`src/rtl/misc_outreg.sv`:
```
// misc_outreg: registered 2-entry output stage behind the Misc datapath.
// Captures XOUT1/XOUT2 plus their full-width sum and counts delivered results.
module misc_outreg #(
    parameter int NX = 8,
    parameter int CW = 16
) (
    input  logic          CLK,
    input  logic          RST,
    input  logic          IN_VALID,
    output logic          IN_READY,
    input  logic [NX-1:0] XOUT1,
    input  logic [NX-1:0] XOUT2,
    output logic          OUT_VALID,
    input  logic          OUT_READY,
    output logic [NX-1:0] OUT_X1,
    output logic [NX-1:0] OUT_X2,
    output logic [NX:0]   OUT_SUM,
    output logic [CW-1:0] XFER_CNT
);

    typedef enum logic [1:0] {
        EMPTY = 2'd0,
        ONE   = 2'd1,
        FULL  = 2'd2
    } state_t;

    state_t        state_q, state_d;
    logic          rptr_q, rptr_d;
    logic          wptr_q, wptr_d;
    logic [NX-1:0] x1_q  [2];
    logic [NX-1:0] x1_d  [2];
    logic [NX-1:0] x2_q  [2];
    logic [NX-1:0] x2_d  [2];
    logic [NX:0]   sum_q [2];
    logic [NX:0]   sum_d [2];
    logic [CW-1:0] xfer_q, xfer_d;

    logic          push;
    logic          pop;
    logic          head;

    // Handshake qualifiers; ready comes only from registered state.
    always_comb begin
        IN_READY  = (state_q != FULL) & ~RST;
        OUT_VALID = (state_q != EMPTY);
        push      = IN_VALID & IN_READY;
        pop       = OUT_VALID & OUT_READY;
    end

    // Next-state for fill state, pointers, entries and transfer count.
    always_comb begin
        state_d = state_q;
        rptr_d  = rptr_q;
        wptr_d  = wptr_q;
        xfer_d  = xfer_q;
        for (int i = 0; i < 2; i++) begin
            x1_d[i]  = x1_q[i];
            x2_d[i]  = x2_q[i];
            sum_d[i] = sum_q[i];
        end
        if (push) begin
            x1_d[wptr_q]  = XOUT1;
            x2_d[wptr_q]  = XOUT2;
            sum_d[wptr_q] = {1'b0, XOUT1} + {1'b0, XOUT2};
            wptr_d        = ~wptr_q;
        end
        if (pop) begin
            rptr_d = ~rptr_q;
            xfer_d = xfer_q + CW'(1);
        end
        unique case (state_q)
            EMPTY: if (push) state_d = ONE;
            ONE: begin
                if (push && !pop)      state_d = FULL;
                else if (pop && !push) state_d = EMPTY;
            end
            FULL:  if (pop) state_d = ONE;
            default: state_d = EMPTY;
        endcase
    end

    // When empty, the slot behind the read pointer is the last popped entry.
    always_comb begin
        head     = (state_q == EMPTY) ? ~rptr_q : rptr_q;
        OUT_X1   = x1_q[head];
        OUT_X2   = x2_q[head];
        OUT_SUM  = sum_q[head];
        XFER_CNT = xfer_q;
    end

    // State registers; reset discards buffered entries immediately.
    always_ff @(posedge CLK or posedge RST) begin
        if (RST) begin
            state_q <= EMPTY;
            rptr_q  <= 1'b0;
            wptr_q  <= 1'b0;
            xfer_q  <= '0;
            for (int i = 0; i < 2; i++) begin
                x1_q[i]  <= '0;
                x2_q[i]  <= '0;
                sum_q[i] <= '0;
            end
        end else begin
            state_q <= state_d;
            rptr_q  <= rptr_d;
            wptr_q  <= wptr_d;
            xfer_q  <= xfer_d;
            for (int i = 0; i < 2; i++) begin
                x1_q[i]  <= x1_d[i];
                x2_q[i]  <= x2_d[i];
                sum_q[i] <= sum_d[i];
            end
        end
    end

endmodule

```
`config.mk`:
```
export PLATFORM = sky130hd
export DESIGN_NAME = misc_outreg
export DESIGN_NICKNAME = d
export VERILOG_FILES = /design/src/rtl/misc_outreg.sv
export SDC_FILE = /design/constraint.sdc
export NUM_CORES = 1
export LEC_CHECK = 0
export CAP_MARGIN = 20
export CORE_ASPECT_RATIO = 1.25
export CORE_UTILIZATION = 27
export CTS_BUF_LIST = sky130_fd_sc_hd__clkbuf_4
export DETAILED_ROUTE_END_ITERATION = 12
export GPL_TIMING_DRIVEN = 1
export SKIP_LAST_GASP = 1
export SLEW_MARGIN = 20
export SYNTH_ARGS = -nofsm -noshare
export SYNTH_HDL_FRONTEND = slang
export SYNTH_SLANG_ARGS = --single-unit
```
`constraint.sdc`:
```
create_clock -name CLK -period 6.3 [get_ports CLK]
set_input_delay 0.945 -clock CLK [delete_from_list [all_inputs] [get_ports CLK]]
set_output_delay 0.945 -clock CLK [all_outputs]
set_load 0.03 [all_outputs]
```
==> Implementation_results.wiki <==
{| class="wikitable"
! Metric !! Value
|-
| Clock Path Buffers || 2
|-
| Number of nets produced by synthesis || roughly 370
|-
| Total count of max-transition violations in the final report || 0
|-
| Post-Route Skew || about 0.011 ns
|-
| Switching power summed over all nets || around 0.78 mW
|-
| CTS root buf || sky130_fd_sc_hd__clkbuf_4
|-
| Footprint of the multi-input gates || 1610 um^2
|-
| Final cycle utilization of the critical path || a little over three fifths
|-
| Routed length per placed instance || 14.1 um
|-
| Logic pwr share || about half
|-
| Number of port buffers || between 60 and 70
|-
| Die width || around 100 um
|-
| Worst-Skew Late Latency || ~0.43 ns
|-
| Antenna violations before repair || 1
|-
| Maximum frequency from static timing analysis || about 250 MHz
|-
| Residual DRC || 0
|-
| Number of standard cells after synthesis || about 340
|-
| Remaining global-route overflow || 0
|-
| Remaining max-slew budget at the tightest pin || 34.7%
|-
| #FFs+latches synth || 70
|-
| Clock share of power || between 10% and 20%
|-
| Final count of hold timing violations || 0
|-
| Result of the run || finished, final reports clean
|-
| Category of the worst setup path launch point || flip-flop
|-
| Sequential cell area fraction in the yosys report || between 50% and 60%
|-
| Power density relative to cell area || 451 nW/um^2
|-
| Pin count of the biggest net entering global routing || between 70 and 80
|-
| Y dimension of the die || 128 um
|-
| CTS tree || yes
|-
| H-tree level count || 3
|-
| Clk sinks || 70
|-
| Slew @ Worst Pin || between 0.9 and 1 ns
|-
| Detail-routed via count per cell || ~4.5
|-
| Crit-path cells || or2_2 -> xor2_4 -> mux2_2 -> clkdlybuf4s50_1
|-
| Drt first pass iters || 4
|-
| Initial Util || between 20% and 30%
|-
| # fillers || about 1,300
|-
| Cell Int Power || 1.19 mW
|-
| Hold buffer count at CTS || 0
|-
| Top Ports || 63
|-
| Worst endpoint required time || roughly 5.4 ns
|-
| Count of instances resized after the clock tree is built || 0
|-
| Max incr delay on CP || just over 0.7 ns
|-
| Number of different library cells in the post-synthesis netlist || 42
|-
| Final Net Count || 438
|-
| Routability congestion estimate || between 0.7 and 0.8
|-
| Global-route usage over all layers || 13.6%
|-
| Final critical path time including I/O delays and setup || around 4.0 ns
|-
| Arrival time at the worst endpoint || 3.04 ns
|-
| Final routed wirelength across all metal layers || roughly 8 mm
|-
| Path category of the worst min-delay check || reg2reg
|-
| Largest fanout on the critical path || 25
|-
| Net switching share of the total power || between 30% and 40%
|-
| Die Area || 13,200 um^2
|-
| Clock buffers created by TritonCTS || 9
|-
| Warnings from Yosys || 0
|-
| Detailed Place HPWL || about 5.6 mm
|-
| Setup Crit Path Kind || reg2out
|-
| Max rail drop VDD || roughly 0.25 mV
|-
| Share of post-route cells with drive strength above 1 || about 14%
|-
| Crit. End Element || output port
|-
| Sequential cell area || ~1800 um^2
|-
| Number of routed nets with antenna violations || 0
|-
| Core occupancy in the finished layout || between 30 and 40%
|-
| Post-synthesis instance area || ~3400 um^2
|-
| Final number of setup-violating endpoints || 0
|-
| Global-route wire length before repair || around 13 mm
|-
| Slowest cell on the critical path || sky130_fd_sc_hd__xor2_4
|-
| Row cnt || 45
|-
| MaxCap Viol Count || 0
|-
| Reported leakage power || 2.04 nW
|-
| Fraction of power consumed by sequential logic || 34.9%
|-
| Mean cell area of the mapped netlist || roughly 10 um^2
|-
| Relative area change from synthesis to final layout || 27.4%
|-
| RSZ-0062 raised after global routing || no
|-
| Total Negative Setup Slacks || 0 ns
|-
| Via count || around 2,600
|-
| Placeable Area || 12,300 um^2
|-
| Post-CTS repair timing setup buffer count || 0
|-
| Clock slew at the register clock pins of the worst setup and hold paths || between 0.1 and 0.15 ns
|-
| Number of violations reported at the end of detailed-routing iteration 0 || 88
|-
| Number of global-route vias before repair || 2,696
|}
==> state kept, by name, indices dropped and copies added, names as in the netlist <==
register	count
wptr_q	1
x2_q	16
sum_q	18
x1_q	16
XFER_CNT	16
rptr_q	1
state_q	2
==> critical path: cells and delay by family (launching register included) <==
family | cells | cell delay [ns]
xor gates and xnor gates | 1 | 0.72
buffers and inverters | 1 | 0.60
DFF | 1 | 0.46
muxes | 1 | 0.44
and+or+nand+nor | 1 | 0.39
==> kinds of logic (layout without fill, tap and decap cells) <==
kind of cell             count (synthesis)  count (layout)  synth area share [%]
AO/OA/AOI/OAI                           32              32                  5.93
XOR/XNOR                                20              20                  5.64
adder cells (fa/ha/maj)                 10              10                  3.85
buffers and inverters                   15              83                  2.36
flip-flops                              70              70                  50.9
multiplexers                            34              34                  11.1
other                                    0               1                     0
AND/OR/NAND/NOR                        163             163                  20.3
==> worst paths after layout <==
check | slack, ns | from | cells after the start | endpoint
hold / removal | 0.48 | x1_q[13] | 2 | x1_q[13]
max in group asynchronous | 4.56 | RST | 3 | x1_q[2]
setup / recovery | 2.32 | state_q[1] | 4 | OUT_SUM[7]
hold reg to reg | 0.48 | x1_q[13] | 2 | x1_q[13]
min in group asynchronous | 1.16 | RST | 3 | XFER_CNT[0]
setup reg to reg | 4.27 | state_q[1] | 5 | sum_q[16]
==> per-stage QoR <==
stage	hold slack, ns	instance area [um^2]	worst slack, ns	std cells	power (mW)
global placement	0.451	4220	2.76	560	1.67
finish	0.479	4380	2.32	577	1.98
floorplan	0.440	3440	3.59	344	1.34
detailed placement	0.459	4220	2.72	560	1.68
global route	0.507	4380	2.13	577	2.10
CTS	0.486	4370	2.23	575	2.00
==> final cells by class <==
class / instances / share of cell area [%]
Multi-Input combinational cell: 259 / 36.8
Tap cell: 164 / 4.68
Sequential cell: 70 / 40.0
Clock inverter: 6 / 1.77
Clock buffer: 9 / 1.54
Timing Repair Buffer: 66 / 15.0
Inverter: 2 / 0.171
Antenna cell: 1 / 0.0571
==> per-layer routing <==
layer,global-route usage [%],share of wire [%],vias to the layer above
li1,-,-,1279
met1,17.0,46,1267
met2,22.0,48,48
met3,2.67,3.2,16
met4,7.04,2.5,0
met5,0,0,-
==> power by group through the flow <==
stage          logic (mW)  clock network (mW)  registers, mW
2_1_floorplan       0.638                   0          0.704
3_3_place_gp        0.973                   0          0.698
3_5_place_dp        0.981                   0          0.700
4_1_cts             0.988               0.324          0.690
5_1_grt              1.05               0.343          0.715
6_report            0.972               0.315          0.689
==> cell usage in the layout (no fill, tap or decap), types with 3 or more instances in the layout <==
cell type / instances
sky130_fd_sc_hd__buf_4: 3
sky130_fd_sc_hd__a21oi_1: 8
sky130_fd_sc_hd__dfrtp_1: 70
sky130_fd_sc_hd__nor2_1: 8
sky130_fd_sc_hd__nand2_1: 122
sky130_fd_sc_hd__clkdlybuf4s50_1: 62
sky130_fd_sc_hd__xor2_1: 7
sky130_fd_sc_hd__mux2_2: 32
sky130_fd_sc_hd__and3_1: 4
sky130_fd_sc_hd__ha_1: 9
sky130_fd_sc_hd__nor3_1: 3
sky130_fd_sc_hd__clkbuf_4: 9
sky130_fd_sc_hd__xnor2_1: 12
sky130_fd_sc_hd__o21ai_0: 9
sky130_fd_sc_hd__a211oi_1: 3
sky130_fd_sc_hd__nand3_1: 9
==> cell usage after synthesis (all sizes together) <==
cell type	number	area, um^2
nand2	122	458
dfrtp	70	1750
mux2	32	360
xnor2	12	105
ha	9	113
nand3	9	45.0
o21ai	9	45.0
a21oi	8	40.0
buf	8	55.1
nor2	8	30.0
xor2	8	88.8
clkbuf	5	18.8
and3	4	25.0
nor3	4	20.0
a211oi	3	22.5
o211ai	3	27.5
a21o	2	15.0
inv	2	7.51
mux2i	2	20.0
nand2b	2	12.5
nor2b	2	20.0
nor4	2	12.5
o21a	2	15.0
o31ai	2	15.0
or2	2	12.5
or4	2	18.8
a21boi	1	7.51
and2	1	6.26
and4	1	8.76
fa	1	20.0
nand3b	1	7.51
nand4	1	6.26
nor3b	1	7.51
o211a	1	10.0
o22ai	1	6.26
or3	1	6.26
Note: power is estimated with default switching activity, not from simulation.
